===== config.mk =====
export PLATFORM = sky130hd
export DESIGN_NAME = slm_frame_sequencer
export DESIGN_NICKNAME = d
export VERILOG_FILES = /design/src/rtl/slm_frame_sequencer_pkg.sv /design/src/rtl/slm_trig_pulse.sv /design/src/rtl/slm_frame_sequencer.sv
export SDC_FILE = /design/constraint.sdc
export NUM_CORES = 1
export LEC_CHECK = 0
export BUFFER_PORTS_ARGS = -buffer_cell sky130_fd_sc_hd__buf_2
export CAP_MARGIN = 20
export CORE_MARGIN = 2
export CORE_UTILIZATION = 58
export DETAILED_ROUTE_END_ITERATION = 8
export PLACE_DENSITY = 0.81
export SETUP_SLACK_MARGIN = 0.5
export SLEW_MARGIN = 25
export SYNTH_ARGS = -nofsm -noshare
export SYNTH_HDL_FRONTEND = slang
export SYNTH_SLANG_ARGS = --single-unit
export TNS_END_PERCENT = 100

===== constraint.sdc =====
create_clock -name iCLK -period 4.7 [get_ports iCLK]
set_input_delay 0.705 -clock iCLK [delete_from_list [all_inputs] [get_ports iCLK]]
set_output_delay 0.705 -clock iCLK [all_outputs]
set_load 0.05 [all_outputs]

===== src/rtl/slm_frame_sequencer_pkg.sv =====
// Shared definitions for the SLM frame sequencer: state encodings and
// sequence-mode constants used by the top level and the bench.
package slm_frame_sequencer_pkg;

    // State encoding doubles as the oSTATE value shown on the HEX display.
    typedef enum logic [1:0] {
        ST_IDLE = 2'd0,
        ST_ARM  = 2'd1,
        ST_SHOW = 2'd2,
        ST_HOLD = 2'd3
    } state_e;

    // Mode value 3 is not listed here; it behaves as LOOP.
    localparam logic [1:0] MODE_ONCE     = 2'd0;
    localparam logic [1:0] MODE_LOOP     = 2'd1;
    localparam logic [1:0] MODE_PINGPONG = 2'd2;

endpackage


===== src/rtl/slm_trig_pulse.sv =====
// Retriggerable pulse stretcher for the camera trigger. A fire request
// produces a high output starting the following cycle, lasting
// max(len_i,1) cycles; a new fire during a pulse restarts it.
module slm_trig_pulse #(
    parameter int LEN_W = 8
) (
    input  logic             clk_i,
    input  logic             rst_ni,
    input  logic             fire_i,
    input  logic [LEN_W-1:0] len_i,
    output logic             pulse_o
);

    localparam logic [LEN_W-1:0] ONE = LEN_W'(1);

    logic [LEN_W-1:0] rem_q, rem_d;
    logic             act_q, act_d;

    // Load the remaining-cycle count on fire, otherwise count the pulse down.
    always_comb begin
        rem_d = rem_q;
        act_d = act_q;
        if (fire_i) begin
            act_d = 1'b1;
            rem_d = (len_i == '0) ? '0 : len_i - ONE;
        end else if (act_q) begin
            if (rem_q == '0) begin
                act_d = 1'b0;
            end else begin
                rem_d = rem_q - ONE;
            end
        end
    end

    // Pulse state register.
    always_ff @(posedge clk_i or negedge rst_ni) begin
        if (!rst_ni) begin
            rem_q <= '0;
            act_q <= 1'b0;
        end else begin
            rem_q <= rem_d;
            act_q <= act_d;
        end
    end

    assign pulse_o = act_q;

endmodule


===== src/rtl/slm_frame_sequencer.sv =====
// SLM frame sequencer: chooses which stored SDRAM image is scanned out,
// stepping through a configured ID range and holding each image for a
// number of VGA frames. ID updates only follow a frame tick so the
// displayed image never tears.
// Optional camera trigger output: define SLM_SEQ_CAMERA_TRIG_EN.
module slm_frame_sequencer
    import slm_frame_sequencer_pkg::*;
#(
    parameter int ID_W   = 6,
    parameter int CYC_W  = 16,
    parameter int TRIG_W = 8
) (
    input  logic              iCLK,
    input  logic              iRST_N,
    input  logic              iSTART,
    input  logic              iSTOP,
    input  logic [1:0]        iMODE,
    input  logic [ID_W-1:0]   iFIRST_ID,
    input  logic [ID_W:0]     iNUM_FRAMES,
    input  logic [CYC_W-1:0]  iCYCLES,
    input  logic [ID_W-1:0]   iSTATIC_ID,
    input  logic              iFRAME_TICK,
    input  logic              iLOAD_OK,
    input  logic [TRIG_W-1:0] iTRIG_LEN,
    output logic [ID_W-1:0]   oFRAME_ID,
    output logic              oFRAME_CHANGE,
    output logic              oBUSY,
    output logic              oDONE,
    output logic              oERR,
    output logic [1:0]        oSTATE,
    output logic              oTRIG
);

    localparam logic [ID_W:0]    N_MAX   = {1'b1, {ID_W{1'b0}}};
    localparam logic [ID_W:0]    N_ONE   = (ID_W+1)'(1);
    localparam logic [ID_W-1:0]  ID_ONE  = ID_W'(1);
    localparam logic [CYC_W-1:0] CYC_ONE = CYC_W'(1);

    state_e            state_q, state_d;
    logic [1:0]        mode_q, mode_d;
    logic [ID_W-1:0]   first_q, first_d;
    logic [ID_W:0]     n_q, n_d;
    logic [CYC_W-1:0]  cyc_q, cyc_d;
    logic [ID_W-1:0]   idx_q, idx_d;
    logic [CYC_W-1:0]  cnt_q, cnt_d;
    logic              dir_q, dir_d;      // 0 = counting up, 1 = counting down
    logic [ID_W-1:0]   id_q, id_d;
    logic              chg_q, chg_d;
    logic              done_q, done_d;
    logic              err_q, err_d;

    logic [ID_W-1:0]   idx_nx;
    logic              dir_nx;
    logic              at_last;

    assign at_last = ({1'b0, idx_q} == (n_q - N_ONE));

    // Index stepper: next image index and direction once the current image completes.
    always_comb begin
        idx_nx = idx_q;
        dir_nx = dir_q;
        case (mode_q)
            MODE_ONCE: begin
                idx_nx = idx_q + ID_ONE;
            end
            MODE_PINGPONG: begin
                if (n_q != N_ONE) begin
                    if (!dir_q) begin
                        if (at_last) begin
                            dir_nx = 1'b1;
                            idx_nx = idx_q - ID_ONE;
                        end else begin
                            idx_nx = idx_q + ID_ONE;
                        end
                    end else begin
                        if (idx_q == '0) begin
                            dir_nx = 1'b0;
                            idx_nx = idx_q + ID_ONE;
                        end else begin
                            idx_nx = idx_q - ID_ONE;
                        end
                    end
                end
            end
            default: begin
                idx_nx = at_last ? '0 : idx_q + ID_ONE;
            end
        endcase
    end

    // Sequencer FSM: control priority STOP > load lost > START > frame tick.
    always_comb begin
        state_d = state_q;
        mode_d  = mode_q;
        first_d = first_q;
        n_d     = n_q;
        cyc_d   = cyc_q;
        idx_d   = idx_q;
        cnt_d   = cnt_q;
        dir_d   = dir_q;
        id_d    = id_q;
        chg_d   = 1'b0;
        done_d  = 1'b0;
        err_d   = 1'b0;
        if (iSTOP) begin
            state_d = ST_IDLE;
        end else if (!iLOAD_OK && state_q != ST_IDLE) begin
            state_d = ST_IDLE;
            err_d   = iSTART;
        end else if (iSTART && iLOAD_OK && iNUM_FRAMES != '0) begin
            state_d = ST_ARM;
            mode_d  = iMODE;
            first_d = iFIRST_ID;
            n_d     = (iNUM_FRAMES > N_MAX) ? N_MAX : iNUM_FRAMES;
            cyc_d   = (iCYCLES == '0) ? CYC_ONE : iCYCLES;
        end else begin
            // Any START reaching this branch was rejected.
            err_d = iSTART;
            if (iFRAME_TICK) begin
                case (state_q)
                    ST_IDLE: id_d = iSTATIC_ID;
                    ST_ARM: begin
                        state_d = ST_SHOW;
                        idx_d   = '0;
                        cnt_d   = '0;
                        dir_d   = 1'b0;
                        id_d    = first_q;
                        chg_d   = 1'b1;
                    end
                    ST_SHOW: begin
                        if (cnt_q == cyc_q - CYC_ONE) begin
                            cnt_d = '0;
                            if (mode_q == MODE_ONCE && at_last) begin
                                state_d = ST_HOLD;
                                done_d  = 1'b1;
                            end else begin
                                idx_d = idx_nx;
                                dir_d = dir_nx;
                                id_d  = first_q + idx_nx;
                                chg_d = (idx_nx != idx_q);
                            end
                        end else begin
                            cnt_d = cnt_q + CYC_ONE;
                        end
                    end
                    default: ;
                endcase
            end
        end
    end

    // State, shadow configuration and output registers.
    always_ff @(posedge iCLK or negedge iRST_N) begin
        if (!iRST_N) begin
            state_q <= ST_IDLE;
            mode_q  <= '0;
            first_q <= '0;
            n_q     <= '0;
            cyc_q   <= '0;
            idx_q   <= '0;
            cnt_q   <= '0;
            dir_q   <= 1'b0;
            id_q    <= '0;
            chg_q   <= 1'b0;
            done_q  <= 1'b0;
            err_q   <= 1'b0;
        end else begin
            state_q <= state_d;
            mode_q  <= mode_d;
            first_q <= first_d;
            n_q     <= n_d;
            cyc_q   <= cyc_d;
            idx_q   <= idx_d;
            cnt_q   <= cnt_d;
            dir_q   <= dir_d;
            id_q    <= id_d;
            chg_q   <= chg_d;
            done_q  <= done_d;
            err_q   <= err_d;
        end
    end

    assign oFRAME_ID     = id_q;
    assign oFRAME_CHANGE = chg_q;
    assign oBUSY         = (state_q == ST_ARM) || (state_q == ST_SHOW);
    assign oDONE         = done_q;
    assign oERR          = err_q;
    assign oSTATE        = state_q;

`ifdef SLM_SEQ_CAMERA_TRIG_EN
    // Fed from the next-state change flag so oTRIG rises with oFRAME_CHANGE.
    slm_trig_pulse #(
        .LEN_W (TRIG_W)
    ) u_trig_pulse (
        .clk_i   (iCLK),
        .rst_ni  (iRST_N),
        .fire_i  (chg_d),
        .len_i   (iTRIG_LEN),
        .pulse_o (oTRIG)
    );
`else
    logic unused_trig_len;
    assign unused_trig_len = ^iTRIG_LEN;
    assign oTRIG = 1'b0;
`endif

endmodule


After elaboration in Yosys (flattened, before gate mapping) --
Cells that the tools add are included.
Operators by class: mux-type cells 48, bitwise logic cells 3, equality and inequality tests 13, reduce and logical (&&, ||, !) cells 22, $add $sub $neg 6, $lt $le $gt $ge 1
Operator list (number):
- $mux 6 | 9
- $mux 16 | 2
- $pmux 16 s2 | 1
- $pmux 6 s2 | 2
- $mux 1 | 23
- $pmux 6 s3 | 1
- $add 16x1->16 const B | 1
- $eq 16x16->1 | 1
- $logic_not 16->1 | 1
- $sub 16x1->16 const B | 1
- $reduce_and 7->1 | 2
- $mux 2 | 6
- $ne 5x5->1 const B | 2
- $reduce_and 9->1 | 1
- $eq 6x7->1 | 1
- $gt 7x7->1 const B | 1
- $mux 7 | 1
- $ne 7x1->1 const B | 1
- $reduce_bool 7->1 | 1
- $sub 7x1->7 const B | 1
- $add 6x1->6 const B | 1
- $add 6x6->6 | 1
- $logic_not 6->1 | 1
- $ne 2x2->1 const B | 3
- other kinds (19) | 28
Storage, ports and cells: word-level logic and storage cells 105, bits in registers 65

Logic depth before layout (Yosys ltp) --
depth after elaboration 14, mapped depth 20, depth with buffers taken out 19

Worst setup path before layout --
Ideal clock, no wire load.
path kind register to register, start point reg n_q[0], end point reg id_q[4] (netlist: oFRAME_ID[4]), arrival 3.706 ns, setup time 0.125 ns, stages on the path, launching flop included 21, data required time 4.575 ns, period minus slack after synthesis 3.831 ns, slack 0.869 ns, cells stage by stage dfrtp_1 -> inv_1 -> ha_1 -> nor3b_1 -> mux2i_1 -> mux2i_1 -> a211oi_1 -> clkbuf_1 -> and2_1 -> nor3_1 -> a21o_1 -> ha_1 -> inv_1 -> fa_1 -> inv_1 -> a21o_1 -> a21oi_1 -> xnor2_1 -> a22oi_1 -> a21oi_1 -> mux2_2
Between the ends: word-level cells in the longest chain between the ends 10, elaborated cells between the ends (all ways) 15, those cells by class add/sub: 2; eq/ne: 3; mux: 8; reduce/logical: 2
RTL lines:
- start, declared | RTL line slm_frame_sequencer.sv:42 | logic [ID_W:0] n_q, n_d;
- start signal, assigned | RTL line slm_frame_sequencer.sv:171 | n_q <= n_d;
- $sub 7x1->7 | RTL line slm_frame_sequencer.sv:56 | assign at_last = ({1'b0, idx_q} == (n_q - N_ONE));
- $eq 6x7->1 | RTL line slm_frame_sequencer.sv:56
- $mux 6 | RTL line slm_frame_sequencer.sv:69 | if (at_last) begin
- $mux 6 | RTL line slm_frame_sequencer.sv:68 | if (!dir_q) begin
- $mux 6 | RTL line slm_frame_sequencer.sv:67 | if (n_q != N_ONE) begin
- $pmux 6 s2 | RTL line slm_frame_sequencer.sv:62 | case (mode_q)
- $add 6x6->6 | RTL line slm_frame_sequencer.sv:139 | id_d = first_q + idx_nx;
- $mux 6 | RTL line slm_frame_sequencer.sv:133 | if (mode_q == MODE_ONCE && at_last) begin
- $mux 6 | RTL line slm_frame_sequencer.sv:131 | if (cnt_q == cyc_q - CYC_ONE) begin
- $pmux 6 s3 | RTL line slm_frame_sequencer.sv:120 | case (state_q)
- end signal, assigned | RTL line slm_frame_sequencer.sv:176 | id_q <= id_d;
- end, declared | RTL line slm_frame_sequencer.sv:47 | logic [ID_W-1:0] id_q, id_d;
Parallel ways exist; a longest one is shown, timed or not. The select of a mux whose other input is x is not followed. A chain may end at the register's enable or synchronous reset.

Final worst setup path --
Same ends and word-level chain as after synthesis.

==> results.md <==
* Outcome: complete, no violations
* Clk Latency, worst-skew pair at 0.35 ns
* Starting DRT DRC Count at 274
* Die Ht at 91.66 um
* Leak at 0.002161 uW
* Crit-path max FO at 10
* Pwr dens at 330.2 nW/um^2
* Clock skew at 0.01247 ns
* Most common library cells after synthesis: dfrtp_1 (65), nor2_1 (40), nand2_1 (37)
* Fmax at 254.6 MHz
* Sequential fraction of the synthesis area at 0.3650
* Reg clk slew, reported paths at 0.06 ns
* Critical Path Sink: oFRAME_ID[4]
* Flop-to-flop setup slack at 0.77 ns
* Fin. Hold Viols at 0
* Synth top area share at 0.3650
* Mapped Nets at 566
* Top cells by area, synth: dfrtp_1 (36%), mux2_2 (7.6%), xnor2_1 (6.3%)
* Fin nets at 617
* Syn. warnings at 0
* Slew Limit Fails at 0
* Drt total wl at 10.45 mm
* Final min period at 3.928 ns
* Placeable Area at 7331 um^2
* Residual DRC at 0
* Switching Fraction at 0.3393
* Hold/Removal Path Class: reg -> reg
* Worst R2R Start: n_q[0]
* Vias/cell at 6.005
* Final setup fails at 0
* Initial antenna violation count at 0
* Core Rows at 31
* First-pass GRT wire length at 17.54 mm
* RSZ-0062 raised after global routing: no
* Post-synth top area cell: dfrtp_1
* Maxcap violations at 0
* Critical path required time at 4.93 ns
* Clock power frac at 0.279
* CP Cell Sequence: inv_1, ha_1, xor2_1, nor4b_1, o31ai_1, a211oi_1, buf_4, o21a_1, nor2_1, a311o_1, a31oi_1, ha_1, a21oi_1, xnor2_1, a22oi_1, a21oi_1, mux2_2
* Register area at 1627 um^2
* Sequential share of power at 0.435
* DP Worst Slack at 0.6549 ns
* Critical path type: reg -> reg
* Clock Tree Root: clkbuf_8
* CP Launch Point: n_q[0]
* Setup ws final at 0.7725 ns
* CP max stage delay at 0.43 ns
* Drt wl/cell at 16.04 um
* CTS Buf Count at 9
* Relative slew slack at 0.4491
* Yosys cell types at 62
* CP Data Arrival Time at 4.16 ns
* IO Pins at 64
* Slew @ Worst Pin at 0.8264 ns
* Fraction of registers with async set or reset after synthesis at 1.000
* DRT antenna net count at 0
* HP Start: oFRAME_ID[0]
* Dpl cell area at 4797 um^2
* Internal Power at 1094 uW
* Cell area after layout at 5015 um^2
* Logic pwr share at 0.286
* GRT Util Overall at 0.2582
* R2R depth at 17
* FF-to-FF End: oFRAME_ID[4]
* Crit share post-route at 0.8356
* Top-count cell post-synth: dfrtp_1
* Max IR drop VDD at 211.0 uV
* Setup_tns at 0 ns
* H-tree depth reported by CTS at 3
* Cell Area, Synth at 4457 um^2
* Final core occ at 0.6841
* Layout cell share with drive strength beyond 1 at 0.2047
* Die area at 8402 um^2
* Gpl congestion at 0.8731
* Post-DP HPWL at 7.769 mm
* Starting Density at 0.6080
* Vias in the first global route at 3748
* Vias at 3909
* Post-synth EDFFs at 0
* Filler cells at 595
* Drt first pass iters at 5
* Horiz. Die Dim at 91.66 um
* Net Sw Power at 561.8 uW
* Worst setup SP type: flop
* Gr ovfl total at 0
* Clock buffer depth at 2
* Largest net degree at the start of global routing at 66
* Buffers added on ports at 54
* Clock Sinks at 65
* Multi-input logic area at 2653 um^2
* Critical path's slowest cell: dfrtp_1
* Post-Syn Instances at 498
* Area grow syn2layout at 12.52%
* Flops & latches, synth at 65
* Antenna diodes at 0
* Syn avg cell area at 8.949 um^2
* CP Capture Type: flop
* CTS tree: done
* Ys flop type: dfrtp_1
-- registers in the layout (all words and copies together), names as in the netlist --
name           flops
mode_q             2
oFRAME_ID          6
oDONE              1
cyc_q             16
cnt_q             16
oFRAME_CHANGE      1
oERR               1
oSTATE             2
idx_q              6
first_q            6
n_q                7
dir_q              1
-- through the flow --
step	std cells	total power, uW	hold slack (ns)
2_1_floorplan	498	1071	0.4094
3_3_place_gp	634	1177	0.4882
3_5_place_dp	634	1198	0.4958
4_1_cts	648	1656	0.5109
5_1_grt	651	1748	0.5365
6_report	651	1656	0.5076
-- power by group through the flow --
stage / Clock, uW / Combinational [uW] / Sequential [uW]
final: 461 / 474 / 721
after CTS: 466 / 470 / 720
after detailed placement: 0 / 468 / 730
after global placement: 0 / 452 / 725
after global routing: 493 / 521 / 735
after floorplan: 0 / 305 / 766
-- layout make-up --
| cell class | instances | share of cell area |
|---|---|---|
| Sequential cell | 65 | 0.3244 |
| Inverter | 26 | 0.01946 |
| Timing Repair Buffer | 62 | 0.06587 |
| Tap cell | 99 | 0.02470 |
| Multi-Input combinational cell | 385 | 0.5289 |
| Clock inverter | 3 | 0.008483 |
| Clock buffer | 11 | 0.02819 |
-- critical path: cells and delay by family (launching register included) --
kind                       cells  cell delay, ns
buffers and inverters          2            0.28
muxes                          1            0.28
and+or+nand+nor                2            0.40
adders and majority gates      2            0.58
DFF                            1            0.43
xor gates and xnor gates       2            0.26
AOI/OAI and AO/OA              8            1.59
-- timing repair --
item                                    in CTS  in global routing
endpoints found under the setup margin       0                  3
hold buffers                                 0                  0
resized for setup                            0                  2
setup buffers                                0                  3
-- layout by cell type (no fill, tap or decap), drive strengths merged, types with 8 or more instances in the layout --
cell type  netlist  final
nand2b          10     10
xor2             8      8
o21ai           29     29
inv             25     25
buf              5     62
a21oi           29     29
nand3           13     13
nand2           37     37
ha              16     16
nand4            8      8
or3             11     11
and3             9      9
mux2            30     30
xnor2           32     32
dfrtp           65     65
nor3            16     16
nor2            40     40
clkbuf          17     11
-- worst min path at each step --
stage | endpoint | slack [ns] | depth (start not counted)
global placement | oFRAME_ID[0] | 0.49 | 1
finish | oFRAME_ID[0] | 0.51 | 1
floorplan | cnt_q[0] | 0.41 | 0
detailed placement | oFRAME_ID[0] | 0.50 | 1
global route | oFRAME_ID[2] | 0.54 | 1
CTS | oFRAME_ID[0] | 0.51 | 1
-- cells by family after synthesis --
family / synth area share
other cells: 0.0008414
fa+ha+maj: 0.04941
mux: 0.08928
compound gates: 0.1569
xor+xnor: 0.07861
flops: 0.3650
buf+inv: 0.04239
simple gates: 0.2176
-- per-layer routing --
metal	vias up	track usage	share of wire
met4	0	0.1010	0.020
met3	22	0.03369	0.048
met5	-	0	0
li1	1881	-	-
met2	121	0.4167	0.48
met1	1885	0.3540	0.45
No activity file was read; power rests on OpenSTA's default activity.
